File: src/rtl/conv2d_pe_scheduler_pkg.sv
// rtl/conv2d_pe_scheduler_pkg.sv - shared state encoding, command codes and default widths for the conv2d scheduler
package conv2d_pkg;

  localparam int CH_W_DEF  = 8;
  localparam int ROW_W_DEF = 8;

  // Scheduler FSM state encoding (fixed codes so legacy status readback stays stable)
  typedef logic [3:0] sched_state_t;
  localparam sched_state_t ST_IDLE     = 4'd0;
  localparam sched_state_t ST_FETCH    = 4'd1;
  localparam sched_state_t ST_LOAD     = 4'd2;
  localparam sched_state_t ST_ARM_LAST = 4'd3;
  localparam sched_state_t ST_ARM_WAIT = 4'd4;
  localparam sched_state_t ST_WAIT_RDY = 4'd5;
  localparam sched_state_t ST_ISSUE    = 4'd6;
  localparam sched_state_t ST_WAIT_ROW = 4'd7;
  localparam sched_state_t ST_ADV      = 4'd8;
  localparam sched_state_t ST_FINISH   = 4'd9;

  // One-hot PE command codes; at most one bit is ever set
  typedef logic [3:0] cmd_t;
  localparam cmd_t CMD_NONE = 4'b0000;
  localparam cmd_t CMD_LOAD = 4'b0001;
  localparam cmd_t CMD_MID  = 4'b0010;
  localparam cmd_t CMD_LAST = 4'b0100;
  localparam cmd_t CMD_ARM  = 4'b1000;

endpackage

File: src/rtl/conv2d_pe_scheduler_if.sv
// rtl/conv2d_pe_scheduler_if.sv - command/status bundle between the scheduler and the PE control unit
interface conv2d_pe_scheduler_if;

  logic kernel_req;
  logic kernel_ack;
  logic pe_idle;
  logic pe_ready;
  logic done_1row;
  logic load_kernel_reg;
  logic stream_mid_row;
  logic stream_last_row;
  logic last_channel;

  // Scheduler side: issues requests and commands, observes PE status
  modport master (
    output kernel_req, load_kernel_reg, stream_mid_row, stream_last_row, last_channel,
    input  kernel_ack, pe_idle, pe_ready, done_1row
  );

  // PE / weight-fetch side
  modport slave (
    input  kernel_req, load_kernel_reg, stream_mid_row, stream_last_row, last_channel,
    output kernel_ack, pe_idle, pe_ready, done_1row
  );

endinterface

File: src/rtl/conv2d_pe_scheduler_loop_counter.sv
// rtl/conv2d_pe_scheduler_loop_counter.sv - nested row / input-channel / output-channel counter with last flags
module conv2d_loop_counter
  import conv2d_pkg::*;
#(
  parameter int CH_W  = CH_W_DEF,
  parameter int ROW_W = ROW_W_DEF
) (
  input  logic             clk,
  input  logic             Reset,
  input  logic             i_clear,
  input  logic             i_step,
  input  logic [CH_W-1:0]  i_in_ch,
  input  logic [CH_W-1:0]  i_out_ch,
  input  logic [ROW_W-1:0] i_rows,
  output logic [CH_W-1:0]  o_ic,
  output logic [CH_W-1:0]  o_oc,
  output logic             o_last_row,
  output logic             o_last_ic,
  output logic             o_last_oc
);

  logic [ROW_W-1:0] r_row;
  logic [CH_W-1:0]  r_ic;
  logic [CH_W-1:0]  r_oc;
  logic             w_last_row;
  logic             w_last_ic;
  logic             w_last_oc;

  // Config fields are never zero while stepping, so count-1 is a valid last index
  assign w_last_row = (r_row == i_rows   - ROW_W'(1));
  assign w_last_ic  = (r_ic  == i_in_ch  - CH_W'(1));
  assign w_last_oc  = (r_oc  == i_out_ch - CH_W'(1));

  // Rows wrap into input channels, input channels wrap into output channels
  always_ff @(posedge clk) begin
    if (!Reset || i_clear) begin
      r_row <= '0;
      r_ic  <= '0;
      r_oc  <= '0;
    end else if (i_step) begin
      if (!w_last_row) begin
        r_row <= r_row + ROW_W'(1);
      end else begin
        r_row <= '0;
        if (!w_last_ic) begin
          r_ic <= r_ic + CH_W'(1);
        end else if (!w_last_oc) begin
          r_ic <= '0;
          r_oc <= r_oc + CH_W'(1);
        end
      end
    end
  end

  assign o_ic       = r_ic;
  assign o_oc       = r_oc;
  assign o_last_row = w_last_row;
  assign o_last_ic  = w_last_ic;
  assign o_last_oc  = w_last_oc;

endmodule

File: src/rtl/conv2d_pe_scheduler.sv
// rtl/conv2d_pe_scheduler.sv - conv2d layer sequencer for the PE unit; SCHED_PERF_CNT_EN adds the stall_cycles counter
module conv2d_pe_scheduler
  import conv2d_pkg::*;
#(
  parameter int CH_W  = CH_W_DEF,
  parameter int ROW_W = ROW_W_DEF
) (
  input  logic                  clk,
  input  logic                  Reset,
  input  logic                  start,
  input  logic [CH_W-1:0]       cfg_in_ch,
  input  logic [CH_W-1:0]       cfg_out_ch,
  input  logic [ROW_W-1:0]      cfg_rows,
  conv2d_pe_scheduler_if.master pe,
  output logic [CH_W-1:0]       b_counter_output,
  output logic [CH_W-1:0]       oc_idx,
  output logic                  busy,
  output logic                  done
`ifdef SCHED_PERF_CNT_EN
  ,
  output logic [31:0]           stall_cycles
`endif
);

  sched_state_t     r_state;
  sched_state_t     w_next;
  cmd_t             w_cmd;
  cmd_t             w_cmd_out;
  logic             w_step;
  logic             w_start_ok;
  logic             w_cfg_zero;
  logic [CH_W-1:0]  r_cfg_in_ch;
  logic [CH_W-1:0]  r_cfg_out_ch;
  logic [ROW_W-1:0] r_cfg_rows;
  logic             r_armed;
  logic             r_done;
  logic             w_last_row;
  logic             w_last_ic;
  logic             w_last_oc;

  assign w_start_ok = (r_state == ST_IDLE) && start;
  assign w_cfg_zero = (cfg_in_ch == '0) || (cfg_out_ch == '0) || (cfg_rows == '0);

  conv2d_loop_counter #(
    .CH_W  (CH_W),
    .ROW_W (ROW_W)
  ) u_loop (
    .clk        (clk),
    .Reset      (Reset),
    .i_clear    (w_start_ok),
    .i_step     (w_step),
    .i_in_ch    (r_cfg_in_ch),
    .i_out_ch   (r_cfg_out_ch),
    .i_rows     (r_cfg_rows),
    .o_ic       (b_counter_output),
    .o_oc       (oc_idx),
    .o_last_row (w_last_row),
    .o_last_ic  (w_last_ic),
    .o_last_oc  (w_last_oc)
  );

  // Next-state and command decode; every command waits on pe_idle in the same cycle
  always_comb begin
    w_next = r_state;
    w_cmd  = CMD_NONE;
    w_step = 1'b0;
    case (r_state)
      ST_IDLE: begin
        if (start) w_next = w_cfg_zero ? ST_FINISH : ST_FETCH;
      end
      ST_FETCH: begin
        if (pe.kernel_ack) w_next = ST_LOAD;
      end
      ST_LOAD: begin
        if (pe.pe_idle) begin
          if (w_last_ic && !r_armed) begin
            w_next = ST_ARM_LAST;
          end else begin
            w_cmd  = CMD_LOAD;
            w_next = ST_WAIT_RDY;
          end
        end
      end
      ST_ARM_LAST: begin
        if (pe.pe_idle) begin
          w_cmd  = CMD_ARM;
          w_next = ST_ARM_WAIT;
        end
      end
      ST_ARM_WAIT: w_next = ST_LOAD;
      ST_WAIT_RDY: begin
        if (pe.pe_ready) w_next = ST_ISSUE;
      end
      ST_ISSUE: begin
        if (pe.pe_idle) begin
          w_cmd  = w_last_row ? CMD_LAST : CMD_MID;
          w_next = ST_WAIT_ROW;
        end
      end
      ST_WAIT_ROW: begin
        if (pe.done_1row) w_next = ST_ADV;
      end
      ST_ADV: begin
        w_step = 1'b1;
        if (!w_last_row)                 w_next = ST_ISSUE;
        else if (!(w_last_ic && w_last_oc)) w_next = ST_FETCH;
        else                             w_next = ST_FINISH;
      end
      ST_FINISH: w_next = ST_IDLE;
      default:   w_next = ST_IDLE;
    endcase
  end

  // An asserted reset suppresses commands in the very cycle it is applied
  assign w_cmd_out = Reset ? w_cmd : CMD_NONE;

  // State, latched config, last-channel arm flag and the registered done pulse
  always_ff @(posedge clk) begin
    if (!Reset) begin
      r_state      <= ST_IDLE;
      r_cfg_in_ch  <= '0;
      r_cfg_out_ch <= '0;
      r_cfg_rows   <= '0;
      r_armed      <= 1'b0;
      r_done       <= 1'b0;
    end else begin
      r_state <= w_next;
      r_done  <= (r_state == ST_FINISH);
      if (w_start_ok) begin
        r_cfg_in_ch  <= cfg_in_ch;
        r_cfg_out_ch <= cfg_out_ch;
        r_cfg_rows   <= cfg_rows;
      end
      if (w_start_ok || r_state == ST_ADV) r_armed <= 1'b0;
      else if (w_cmd == CMD_ARM)           r_armed <= 1'b1;
    end
  end

  assign pe.kernel_req      = (r_state == ST_FETCH);
  assign pe.load_kernel_reg = w_cmd_out[0];
  assign pe.stream_mid_row  = w_cmd_out[1];
  assign pe.stream_last_row = w_cmd_out[2];
  assign pe.last_channel    = w_cmd_out[3];
  assign busy               = (r_state != ST_IDLE);
  assign done               = r_done;

`ifdef SCHED_PERF_CNT_EN
  logic [31:0] r_stall;
  logic        w_stall;

  assign w_stall = ((r_state == ST_FETCH) && !pe.kernel_ack) ||
                   ((r_state == ST_LOAD)  && !pe.pe_idle)    ||
                   ((r_state == ST_ISSUE) && !pe.pe_idle);

  // Saturating count of cycles spent waiting on the fetcher or the PE
  always_ff @(posedge clk) begin
    if (!Reset || w_start_ok) r_stall <= '0;
    else if (w_stall && (r_stall != '1)) r_stall <= r_stall + 32'd1;
  end

  assign stall_cycles = r_stall;
`endif

endmodule
File: src/flat_wrapper.sv
// flat-port wrapper written by rule: the top's interface ports become plain ports
module conv2d_pe_scheduler_flat import conv2d_pkg::*;
#(
  parameter int CH_W  = CH_W_DEF,
  parameter int ROW_W = ROW_W_DEF
)
  (clk, Reset, start, cfg_in_ch, cfg_out_ch, cfg_rows, b_counter_output, oc_idx, busy, done, pe_kernel_req, pe_load_kernel_reg, pe_stream_mid_row, pe_stream_last_row, pe_last_channel, pe_kernel_ack, pe_pe_idle, pe_pe_ready, pe_done_1row);
  conv2d_pe_scheduler_if pe_i ();
  input  logic clk;
  input  logic Reset;
  input  logic start;
  input  logic [CH_W-1:0] cfg_in_ch;
  input  logic [CH_W-1:0] cfg_out_ch;
  input  logic [ROW_W-1:0] cfg_rows;
  output logic [CH_W-1:0] b_counter_output;
  output logic [CH_W-1:0] oc_idx;
  output logic busy;
  output logic done;
  output wire logic [$bits(pe_i.kernel_req)-1:0] pe_kernel_req;
  output wire logic [$bits(pe_i.load_kernel_reg)-1:0] pe_load_kernel_reg;
  output wire logic [$bits(pe_i.stream_mid_row)-1:0] pe_stream_mid_row;
  output wire logic [$bits(pe_i.stream_last_row)-1:0] pe_stream_last_row;
  output wire logic [$bits(pe_i.last_channel)-1:0] pe_last_channel;
  input wire logic [$bits(pe_i.kernel_ack)-1:0] pe_kernel_ack;
  input wire logic [$bits(pe_i.pe_idle)-1:0] pe_pe_idle;
  input wire logic [$bits(pe_i.pe_ready)-1:0] pe_pe_ready;
  input wire logic [$bits(pe_i.done_1row)-1:0] pe_done_1row;
  assign pe_kernel_req = pe_i.kernel_req;
  assign pe_load_kernel_reg = pe_i.load_kernel_reg;
  assign pe_stream_mid_row = pe_i.stream_mid_row;
  assign pe_stream_last_row = pe_i.stream_last_row;
  assign pe_last_channel = pe_i.last_channel;
  assign pe_i.kernel_ack = pe_kernel_ack;
  assign pe_i.pe_idle = pe_pe_idle;
  assign pe_i.pe_ready = pe_pe_ready;
  assign pe_i.done_1row = pe_done_1row;
  conv2d_pe_scheduler #(.CH_W(CH_W), .ROW_W(ROW_W)) u_core (.clk(clk), .Reset(Reset), .start(start), .cfg_in_ch(cfg_in_ch), .cfg_out_ch(cfg_out_ch), .cfg_rows(cfg_rows), .pe(pe_i), .b_counter_output(b_counter_output), .oc_idx(oc_idx), .busy(busy), .done(done));
endmodule
File: config.mk
export PLATFORM = sky130hd
export DESIGN_NAME = conv2d_pe_scheduler_flat
export DESIGN_NICKNAME = d
export VERILOG_FILES = /design/src/rtl/conv2d_pe_scheduler_pkg.sv /design/src/rtl/conv2d_pe_scheduler_if.sv /design/src/rtl/conv2d_pe_scheduler_loop_counter.sv /design/src/rtl/conv2d_pe_scheduler.sv /design/src/flat_wrapper.sv
export SDC_FILE = /design/constraint.sdc
export NUM_CORES = 1
export LEC_CHECK = 0
export CAP_MARGIN = 5
export CORE_UTILIZATION = 58
export DETAILED_ROUTE_END_ITERATION = 8
export PLACE_DENSITY = 0.85
export RECOVER_POWER = 50
export SYNTH_ARGS = -nofsm -noshare
export SYNTH_HDL_FRONTEND = slang
export SYNTH_SLANG_ARGS = --single-unit
File: constraint.sdc
create_clock -name clk -period 3.51 [get_ports clk]
set_input_delay 0.5265 -clock clk [delete_from_list [all_inputs] [get_ports clk]]
set_output_delay 0.5265 -clock clk [all_outputs]
set_load 0.005 [all_outputs]
==> results.md <==
* Dpl ws at 0.623 ns
* ANT cells at 0
* Layout area overhead at 20.7%
* Count of cell types in the netlist at 62
* Maximum clock path buffer count at 2
* Critical path class: reg -> out
* Post-CTS Setup Repair Bufs at 0
* Worst R2R Path Depth at 10
* Total negative setup slack at 0 ns
* Crit path max-delay family: compound AO/OA/AOI/OAI gates
* # clock sinks at 54
* Top-level I/O count at 54
* Relative slew slack at 0.138
* Final wirelength at 7920 µm
* Post-DP HPWL at 5850 µm
* Routed Antenna Nets at 0
* Multi-input gate area at 2080 µm²
* Initial antenna violation count at 0
* Switching Power at 0.000793 W
* DIE HEIGHT at roughly 78 µm
* Sw frac at 0.369
* Root Buffer Master: clkbuf_8
* GRT overflow at 0
* Hold path startpoint: u_core.r_cfg_rows[7]
* Chip width at 77.7 µm
* H-tree level count at 2
* Placeable Area at 5510 µm²
* Critical-path top delay cell: clkdlybuf4s50_1
* Die area at 6030 µm²
* Post-synth net total at 459
* Kind of end point of the critical path: output port
* 1st-iter DRT viols at 201
* Crit-path max cell delay at 0.50 ns
* Worst-Margin Slew at around 1.3 ns
* Power share of the combinational group at 0.390
* Leading post-synthesis cells by cell area: dfxtp_1 (33%), nand2_1 (8.5%), xnor2_1 (6.9%)
* Synth Area in Compound Gates at 0.190
* Fin area at 4010 µm²
* Via density at 5.96
* DR WL/cell at 14.8 µm
* Hold Path Class: reg -> reg
* Critical path startpoint: u_core.r_cfg_rows[0]
* Leak at about 1.5 nW
* Multiplexer area fraction after synthesis at 0.0124
* Synthesized cell area at about 3300 µm²
* Synth Area in Simple Gates at 0.298
* Largest family of logic cells by synthesized area: simple AND/OR/NAND/NOR gates
* Fill count at 427
* Placement Rows at 27
* Largest net degree at the start of global routing at 35
* Int Power at 0.00136 W
* GPL Wtd Cong at 0.943
* Fin util at 0.728
* Final worst setup slack at about 0.28 ns
* EDFF count, synth at 0
* Router iterations before antenna repair at 5
* Register area at 1080 µm²
* Peak fanout along the critical path at 6
* Post-Synth XOR/XNOR Area at 0.105
* RSZ-0062 raised after global routing: false
* Post_cts resized at 0
* Pwr/cell area at 536 nW/µm²
* GRT Total Usage at 0.273
* Final Setup Violations at 0
* Share of the synthesized area in the top cell type at 0.326
* CTS tree: done
* Ys Warns at 0
* Arrival time at the worst endpoint at between 2 and 3 ns
* Post-synthesis async set-or-reset flop share at 0
* Adder-Cell Fraction of Synth Area at 0.0226
* Fin crit share at 0.921
* Starting Density at 0.603
* Post-synthesis sequential area ratio at 0.326
* Fmax at 309 MHz
* Nets at roughly 500
* Worst skew pair latency at ~0.31 ns
* Sequential power share at 0.372
* Levels on crit path at 7
* First-pass GRT wire length at 13300 µm
* Top_reg_cell synth: dfxtp_1
* Share of cells above drive strength 1 at 0.0753
* CP Buf/Inv Count at 1
* Placed Area at just under 4000 µm²
* Max-cap viol count at 0
* Worst VDD drop at a little under 0.4 mV
* Total clock buffers created by CTS at 5
* Vias post-DR at 3198
* Final Max Slew Viols at 0
* Synth Register Bits at 54
* Worst-path cell chain: nor4_1 -> a21oi_1 -> a211o_2 -> a31oi_2 -> nor2_1 -> nor2_1 -> clkdlybuf4s50_1
* Clk slew on worst S/H paths at 0.09 ns
* Fin. Hold Viols at 0
* Hold path depth at 2
* Outcome: completed
* Area leader, netlist: dfxtp_1
* DRC Markers at 0
* Vias in the first global route at 3016
* Mapped Cells at 422
* Min Tclk post-route at 3.23 ns
* Post-Syn Area per Cell at 7.87 µm²
* Crit start category: flop
* Number of port buffers at 53
* Clock Skew at approximately 0.0075 ns
* Critical R2R Launch: u_core.r_cfg_rows[0]
* Final total power at 0.00215 W
* Power share of the clock group at 0.238
* Required time of the critical path at 2.98 ns
* Hold Buf Count CTS at 0
* Most frequent CP cell: nor2_1
## per-stage QoR
step / cells / hold WS (ns)
floorplan: 422 / 0.452
global placement: 529 / 0.466
detailed placement: 529 / 0.476
CTS: 537 / 0.489
global route: 537 / 0.531
finish: 537 / 0.492
## cell type report
class | count | share of cell area
clock buffers | 6 | 0.0206
clock inverters | 2 | 0.0150
flip-flops and latches | 54 | 0.270
inverters | 16 | 0.0150
multi-input cells | 331 | 0.520
repair buffers | 56 | 0.137
well taps | 72 | 0.0225
## cell usage after synthesis, drive strengths merged (3+ instances only)
library cell and n:
a21boi 25, a21oi 22, a31o 3, a31oi 3
and3 5, buf 3, clkbuf 18, dfxtp 54
ha 6, inv 16, mux2i 3, nand2 75
nand3 18, nand3b 4, nand4 5, nor2 34
nor3 12, nor3b 3, nor4 12, o21ai 14
o31ai 4, or2 3, or3 8, xnor2 26
xor2 13
## flip-flops by register name (all words and copies together) (netlist names)
register	cells
u_core.r_state	4
u_core.u_loop.o_oc	8
u_core.r_cfg_in_ch	8
u_core.done	1
u_core.r_cfg_out_ch	8
u_core.u_loop.r_row	8
u_core.r_cfg_rows	8
u_core.r_armed	1
u_core.u_loop.o_ic	8
## placed cells by master (no fill, tap or decap), types with 3 or more instances in the layout
cell,synthesis,final
a31o_2,3,3
nor4_1,12,12
xnor2_1,26,26
xor2_1,12,12
nor3b_1,3,3
and3_1,5,5
o21ai_0,12,12
clkbuf_8,0,6
ha_1,6,6
inv_1,16,16
a21boi_0,25,25
nor2_1,34,34
o31ai_1,4,4
nand3b_1,3,3
or3_1,8,8
nand4_1,5,5
dlygate4sd3_1,0,18
a21oi_2,6,6
nand3_1,17,17
mux2i_1,3,3
nand2_1,75,75
dfxtp_1,54,54
a21oi_1,16,16
clkdlybuf4s50_1,0,35
nor3_1,9,9
## final timing paths
| check | to | slack (ns) |
|---|---|---|
| worst max-delay path | pe_stream_mid_row | 0.28 |
| worst max register to register | u_core.u_loop.o_ic[4] | 0.59 |
| worst min-delay path | u_core.r_cfg_rows[7] | 0.49 |
| worst min register to register | u_core.r_cfg_rows[7] | 0.49 |
## power by group through the flow
stage	logic [W]	registers, W	clock network [W]
global route	0.000930	0.000813	0.000539
CTS	0.000836	0.000796	0.000516
floorplan	0.000669	0.000757	0
finish	0.000839	0.000799	0.000511
global placement	0.000793	0.000805	0
detailed placement	0.000827	0.000811	0
## worst min-delay path: cells and delay by family (launching register included)
| kind | cells | cell delay, ns |
|---|---|---|
| compound gates | 1 | 0.06 |
| flops | 1 | 0.33 |
| simple gates | 1 | 0.05 |
## cells by family (layout without fill, tap and decap cells)
group                      count (synthesis)  after routing
adders and majority gates                  6              6
and+or+nand+nor                          194            194
AOI/OAI and AO/OA                         88             88
DFF                                       54             54
muxes                                      4              4
buffers and inverters                     37             80
xor gates and xnor gates                  39             39
## per-layer routing
layer	up-vias	GRT usage	wire length, µm
li1	1560	-	-
met1	1514	0.337	3430
met2	107	0.477	3920
met3	17	0.0353	412
met4	0	0.113	157
met5	-	0	0
Power figures use the tool's default switching activity.
